===== src/rtl/jh_pkg.sv =====
// jh_pkg: shared JH core types, widths and helpers
package jh_pkg;
  localparam int IOSIZE_DEF = 16;
  typedef enum logic [1:0] {IDLE, BUSY, HOLDOFF} state_t;
  function automatic int wd_width(input int timeout);
    return $clog2(timeout + 1);
  endfunction
  function automatic logic [2:0] oh2idx(input logic [7:0] v);
    logic [2:0] r;
    r = '0;
    for (int i = 0; i < 8; i++) if (v[i]) r = 3'(i);
    return r;
  endfunction
endpackage


===== src/rtl/jh_rr_pick.sv =====
// jh_rr_pick: round-robin one-hot picker, search starts just after last owner
module jh_rr_pick #(
  parameter int NREQ = 2,
  localparam int IW = NREQ > 1 ? $clog2(NREQ) : 1
) (
  input  logic [NREQ-1:0] elig,
  input  logic [IW-1:0]   last,
  output logic [NREQ-1:0] win
);
  logic [IW-1:0] j;
  always_comb begin
    win = '0;
    j = '0;
    for (int i = 1; i <= NREQ; i++) begin
      j = IW'((int'(last) + i) % NREQ);
      if (win == '0 && elig[j]) win[j] = 1'b1;
    end
  end
endmodule


===== src/rtl/jh_core_arbiter.sv =====
// jh_core_arbiter: shares one JH core between NREQ requesters, whole-job grants
module jh_core_arbiter import jh_pkg::*; #(
  parameter int NREQ = 2,
  parameter int IOSIZE = IOSIZE_DEF,
  parameter int IDLE_TIMEOUT = 1024
) (
  input  logic                   clk,
  input  logic                   rst_n,
  input  logic [NREQ-1:0]        req,
  output logic [NREQ-1:0]        gnt,
  input  logic [NREQ-1:0]        init_i,
  input  logic [NREQ-1:0]        load_i,
  input  logic [NREQ-1:0]        fetch_i,
  input  logic [NREQ*IOSIZE-1:0] idata_i,
  output logic [NREQ-1:0]        ack_o,
  output logic [IOSIZE-1:0]      odata_o,
  output logic [NREQ-1:0]        err_o,
  output logic                   core_init,
  output logic                   core_load,
  output logic                   core_fetch,
  output logic [IOSIZE-1:0]      core_idata,
  input  logic                   core_ack,
  input  logic [IOSIZE-1:0]      core_odata
);
  localparam int IW = NREQ > 1 ? $clog2(NREQ) : 1;
  localparam int WW = wd_width(IDLE_TIMEOUT);
  state_t state, nxt;
  logic [IW-1:0] owner, last;
  logic [NREQ-1:0] elig, win, abort;
  logic [WW-1:0] wd;
  logic busy, act, rel, tmo;
  assign busy = state == BUSY;
  assign owner = IW'(oh2idx(8'(gnt)));
  assign elig = req & ~abort;
  assign act = busy && (init_i[owner] || load_i[owner] || fetch_i[owner]);
  assign rel = busy && !req[owner] && !act;
  // a held load/fetch counts as activity, so a pending handshake is never revoked
  assign tmo = busy && !req[owner] == 1'b0 && !act && wd == WW'(IDLE_TIMEOUT - 1);
  assign odata_o = core_odata;
  jh_rr_pick #(.NREQ(NREQ)) u_pick (.elig(elig), .last(last), .win(win));
  always_ff @(posedge clk) begin
    if (!rst_n) state <= IDLE;
    else state <= nxt;
  end
  always_comb begin
    nxt = state == IDLE ? (|elig ? BUSY : IDLE) : busy ? (rel || tmo ? HOLDOFF : BUSY) : IDLE;
  end
  always_comb begin
    core_init = busy & init_i[owner];
    core_load = busy & load_i[owner];
    core_fetch = busy & fetch_i[owner];
    core_idata = busy ? idata_i[int'(owner)*IOSIZE +: IOSIZE] : '0;
    ack_o = busy ? gnt & {NREQ{core_ack}} : '0;
  end
  always_ff @(posedge clk) begin
    if (!rst_n) begin
      gnt <= '0;
      err_o <= '0;
      abort <= '0;
      wd <= '0;
      last <= IW'(NREQ - 1);
    end else begin
      err_o <= tmo ? gnt : '0;
      abort <= (abort | (tmo ? gnt : '0)) & req;
      wd <= busy && !act ? wd + 1'b1 : '0;
      if (state == IDLE && |elig) begin
        gnt <= win;
        last <= IW'(oh2idx(8'(win)));
      end else if (rel || tmo) gnt <= '0;
    end
  end
endmodule


===== config.mk =====
export PLATFORM = sky130hd
export DESIGN_NAME = jh_core_arbiter
export DESIGN_NICKNAME = d
export VERILOG_FILES = /design/src/rtl/jh_pkg.sv /design/src/rtl/jh_rr_pick.sv /design/src/rtl/jh_core_arbiter.sv
export SDC_FILE = /design/constraint.sdc
export NUM_CORES = 1
export LEC_CHECK = 0
export BUFFER_PORTS_ARGS = -buffer_cell sky130_fd_sc_hd__buf_2
export CORE_AREA = 5 5 62 64
export DETAILED_ROUTE_END_ITERATION = 16
export DIE_AREA = 0 0 67 69
export PLACE_DENSITY_LB_ADDON = 0.08
export SYNTH_ARGS = -nofsm -noshare
export SYNTH_HDL_FRONTEND = slang
export SYNTH_SLANG_ARGS = --single-unit
export TNS_END_PERCENT = 1

===== constraint.sdc =====
create_clock -name clk -period 4.78 [get_ports clk]
set_input_delay 0.717 -clock clk [delete_from_list [all_inputs] [get_ports clk]]
set_output_delay 0.717 -clock clk [all_outputs]
set_load 0.03 [all_outputs]

**Yosys cells after proc, flatten, opt, wreduce, memory -nomap -nowiden**

Index checks and enable logic that the tools add are counted.

- Flip-flop bits (word level): 20
- Bits in latches: 0
- Bits in writable memories: 0
- ROM bits: 0
- Bits of input ports: 59
- Output and inout port bits: 41
- Memories: 0

- Add/sub/neg operators: 3
- Multipliers: 0
- Divide/modulo/power cells: 0
- $lt $le $gt $ge: 5
- Eq/ne operators: 2
- Shift-type cells: 1
- Multiplexer cells: 29
- Bitwise operators: 9
- Reductions and logical operators: 21

Operator list:

| kind | number |
|---|---|
| 32-bit by 6-bit indexed part select with 16-bit output | 1 |
| 2-bit two-way mux | 9 |
| 1-bit two-way mux | 17 |
| 16-bit two-way mux | 1 |
| 11-bit by 1-bit adder with 11-bit output (second input constant) | 1 |
| 11-bit by 10-bit equality test with 1-bit output (second input constant) | 1 |
| 1-bit logical AND | 11 |
| 2-bit bitwise AND | 3 |
| 1-bit by 2-bit < comparator with 1-bit output (second input constant) | 3 |
| 2-bit zero test | 2 |
| 2-bit OR | 2 |
| 1-bit bitwise AND | 3 |
| 1-bit logical OR | 3 |
| 1-bit adder (second input constant) | 2 |
| 1-bit demux with 1-bit select | 2 |
| 2-bit by 1-bit equality test with 1-bit output (second input constant) | 1 |
| 1-bit >= comparator (second input constant) | 2 |
| 1-bit zero test | 2 |
| 2-bit inverter | 1 |
| 2-bit AND reduction | 1 |
| 2-bit nonzero test | 1 |
| 2-bit OR reduction | 1 |

**Depth between registers and ports, before layout**

- Word-level depth: 13
- Gate-level depth with buffers: 7
- Depth with buffers taken out: 5

**Modules after synthesis**

A second synthesis with hierarchy kept.

- Cell total of the unflattened synthesis: 162
- Area total of the unflattened synthesis: 1333.8 um^2

Modules (own cells, without submodules):

| module | instances | cells an instance | area an instance (um^2) | seq. area each (um^2) |
|---|---|---|---|---|
| jh_core_arbiter | 1 | 159 | 1315.0 | 400.4 |
| jh_rr_pick | 1 | 3 | 18.8 | 0.0 |

**Worst setup path after synthesis**

Ideal clock, no wire load.

- Kind: flip-flop to output port
- Start: reg gnt[1]
- End: out core_idata[10]
- Arrival: 1.374 ns
- Slack: 2.689 ns
- Stages on the path, launching flop included: 5
- Buffers on the path: 2
- Cell sequence: dfxtp_1 -> buf_6 -> clkbuf_1 -> mux2i_1 -> nor2_1

- Longest elaborated chain between the ends: 3

Ends and longest elaborated chain:

| item | line | source |
|---|---|---|
| start, declared | jh_core_arbiter.sv:10 | `output logic [NREQ-1:0] gnt,` |
| start signal, assigned | jh_core_arbiter.sv:67 | `gnt <= win;` |
| 1-bit two-way mux | jh_pkg.sv:11 | `for (int i = 0; i < 8; i++) if (v[i]) r = 3'(i);` |
| 32-bit by 6-bit indexed part select with 16-bit output | jh_core_arbiter.sv:52 | `core_idata = busy ? idata_i[int'(owner)*IOSIZE +: IOSIZE] : '0;` |
| 16-bit two-way mux | jh_core_arbiter.sv:52 |  |
| end, declared | jh_core_arbiter.sv:21 | `output logic [IOSIZE-1:0] core_idata,` |

No other way between the ends.

**Worst setup path in the final report**

- Start: reg gnt[1]
- End: out core_idata[8]

The elaborated chain is that of the path after synthesis.

==> impl_metrics.csv <==
group,metric,value,unit
cts,htree_levels,1,
final_layout,post-route-cell-area,1590,sq um
pwr,cellPowerDensity,264,nW/um^2
cts,ctsLongestPathBuffers,2,
sta,setup_total_negative_slack,0,ns
pwr,p_leak,0.000696,uW
sta,setup_repair_after_global_routing_missed_its_margin,"false",
synthesis,syn_area_per_cell,8.25,sq um
sta,worst_slew_pin_slew,0.752,ns
critical_path,worst_path_largest_cell_delay,0.66,ns
route,drt_pass1_iterations,4,
critical_path,slowest_stage,"sky130_fd_sc_hd__dfxtp_1",
placement,preCtsSetupSlack,2.50,ns
placement,hpwlAfterDp,2680,um
critical_path,path_cells,"buf_4, mux2i_1, nor2_1, buf_2",
floorplanning,floorplan.initialDensity,40.6,%
route,detail_route.vias_per_cell,4.88,
final_layout,nFillCells,319,
route,postRouteAntennaNets,0,
final_layout,multiInputGateArea,717,sq um
sta,slew_violations,0,
cts,tritoncts,"yes",
hold_path,hp-class,"register to register",
cts,cts_setup_buffers,0,
hold_path,min_path_cells,1,
final_layout,diodes,0,
synthesis,syn-cell-area,1310,sq um
sta,fmax,395,MHz
cts,clock_sinks,20,
critical_path,crit_required,4.06,ns
sta,min_period_over_period,53.0,%
sta,slew-limit-headroom,49.8,%
final_layout,finish.cell_count_without_fillers,252,
floorplanning,die_w,67,um
run,cap_violations,0,
floorplanning,floorplan.die_area,4620,sq um
critical_path,cp_num_cells,4,
status,outcome,"finished clean",
synthesis,synth_sequential_area_ratio,30.5,%
cts,ctsHoldBuffers,0,
sta,hold_violations,0,
critical_path,arrival_time_of_data_at_the_critical_path_endpoint,1.82,ns
grt,antenna_violations_before_repair,0,
route,final_routed_drc_violation_total,0,
cts,cts_resized,0,
final_layout,final_nets,267,
critical_path,worstSetupEndpointType,"primary output",
route,routed_wl,3220,um
route,detailroute.via_count,1230,
critical_path,cp.buffers_inverters,2,
critical_path,startpoint_type,"register",
synthesis,yosys_register_bits,20,
floorplanning,ios,100,
grt,grt_first_pass_wirelength,5510,um
final_layout,drive_above_1_share,37.9,%
final_layout,areaGrowthSynthToFinish,21.2,%
synthesis,synth.distinct_cells,34,
route,drtIter0Drc,43,
synthesis,postSynthNetCount,219,
floorplanning,fp.dieH,69,um
cts,worst_skew_pair.late_latency,0.30,ns
floorplanning,std_cell_rows,21,
synthesis,postSynthCellCount,159,
placement,placed_cells,248,
placement,gp_routability_congestion,0.756,
cts,root_buffer,"sky130_fd_sc_hd__clkbuf_4",
cts,cts_inserted_buffers,3,
sta,timing.final.ws_setup,2.25,ns
cts,cts.clk_slew.worst_paths,0.12,ns
placement,place_area,1540,sq um
sta,clock-skew-final,0.0105,ns
grt,first_global_vias,1256,
route,wl_per_cell,12.8,um
placement,place.port_buffers,67,
critical_path,worst_r2r_path_depth,5,
sta,final-setup-viol-count,0,
grt,grt_usage,14.4,%
final_layout,area.sequential,400,sq um
synthesis,yosysWarningCount,0,
critical_path,timing_worst_setup_path_type,"register to primary output",
floorplanning,core-area,3230,sq um
grt,globalRoute.totalOverflow,0,
grt,maximum_number_of_pins_on_one_net_before_global_route_repair,21,
sta,final_period_minus_worst_setup_slack,2.53,ns
critical_path,max_fo_critical_path,17,
critical_path,cpLargestDelayFamily,"flip-flops",
pwr,irDropWorstVdd,0.173,mV
-- kinds of logic after synthesis --
| logic type | synth area share (%) |
|---|---|
| AOI/OAI and AO/OA | 4.87 |
| buffers and inverters | 14.8 |
| DFF | 30.5 |
| muxes | 15.3 |
| adders and majority gates | 0.954 |
| and+or+nand+nor | 27.6 |
| xor gates and xnor gates | 6.01 |
-- sequential cells by signal (all words and copies together), names as in the netlist --
register and cells:
wd 11, gnt 2, err_o 2, abort 2, state 2, last 1
-- final timing paths --
check	startpoint	end	slack, ns
hold / removal	wd[0]	wd[0]	0.49
hold reg to reg	wd[0]	wd[0]	0.49
setup / recovery	gnt[1]	core_idata[8]	2.25
setup reg to reg	gnt[1]	wd[4]	2.53
-- Yosys cell counts, drive strengths merged --
cell type	number	area share (%)
a211oi	1	0.57
a21oi	1	0.38
a41oi	1	0.67
and3	2	0.95
and4	2	1.5
buf	22	12
clkbuf	3	0.86
dfxtp	20	31
ha	1	0.95
inv	5	1.4
mux2i	20	15
nand2	5	1.4
nand2b	1	0.48
nand3	12	5.0
nand4	2	0.95
nor2	34	9.7
nor2b	4	1.9
nor3	4	1.5
nor4	1	1.6
nor4b	1	1.1
o211ai	1	0.57
o21ai	2	1.0
o22ai	1	0.48
o31ai	2	1.1
or2	1	0.48
or3	1	0.86
xnor2	5	3.3
xor2	4	2.7
-- routing by layer --
layer | up-vias | wire [um] | GRT usage [%]
met3 | 16 | 266 | 5.36
met5 | - | 0 | 0
li1 | 613 | - | -
met2 | 48 | 1700 | 25.7
met4 | 0 | 51 | 2.93
met1 | 553 | 1200 | 15.8
-- worst reg2reg max path, stage by stage, from the launching register on --
cell and delay [ns]:
sky130_fd_sc_hd__dfxtp_1 0.66, sky130_fd_sc_hd__buf_4 0.37, sky130_fd_sc_hd__nor4_4 0.09, sky130_fd_sc_hd__o21ai_2 0.21, sky130_fd_sc_hd__or2_0 0.63, sky130_fd_sc_hd__nor2_1 0.15
-- final cells by class --
| cell class | instances | share of cell area, % |
|---|---|---|
| well taps | 46 | 3.62 |
| clock buffers | 3 | 1.42 |
| multi-input cells | 109 | 45.1 |
| repair buffers | 68 | 21.6 |
| clock inverters | 1 | 1.89 |
| flip-flops and latches | 20 | 25.2 |
| inverters | 5 | 1.18 |
-- through the flow --
| step | total power [uW] | utilization [%] | hold slack (ns) |
|---|---|---|---|
| 6_report | 420 | 49.2 | 0.488 |
| 5_1_grt | 445 | 49.2 | 0.531 |
| 4_1_cts | 425 | 49.2 | 0.497 |
| 3_5_place_dp | 289 | 47.5 | 0.473 |
| 3_3_place_gp | 288 | 47.5 | 0.452 |
| 2_1_floorplan | 278 | - | 0.430 |
-- placed cells by master, fill, tap and decap left out, types with 2 or more instances in the layout --
| cell | n |
|---|---|
| sky130_fd_sc_hd__mux2i_1 | 20 |
| sky130_fd_sc_hd__xnor2_1 | 5 |
| sky130_fd_sc_hd__clkbuf_4 | 3 |
| sky130_fd_sc_hd__nand3_1 | 11 |
| sky130_fd_sc_hd__nand2_1 | 5 |
| sky130_fd_sc_hd__buf_2 | 67 |
| sky130_fd_sc_hd__nand4_1 | 2 |
| sky130_fd_sc_hd__dfxtp_1 | 20 |
| sky130_fd_sc_hd__and3_1 | 2 |
| sky130_fd_sc_hd__nor2b_1 | 4 |
| sky130_fd_sc_hd__inv_1 | 5 |
| sky130_fd_sc_hd__nor2_1 | 34 |
| sky130_fd_sc_hd__xor2_1 | 4 |
| sky130_fd_sc_hd__nor3_1 | 4 |
| sky130_fd_sc_hd__o31ai_1 | 2 |
-- power breakdown --
part	switching (uW)	leakage, uW	total (uW)	internal (uW)
Clock	50.7	0.0000279	135	84.7
Combinational	67.7	0.000506	109	41.5
Sequential	5.11	0.000162	175	170
Note: power is estimated with default switching activity, not from simulation.
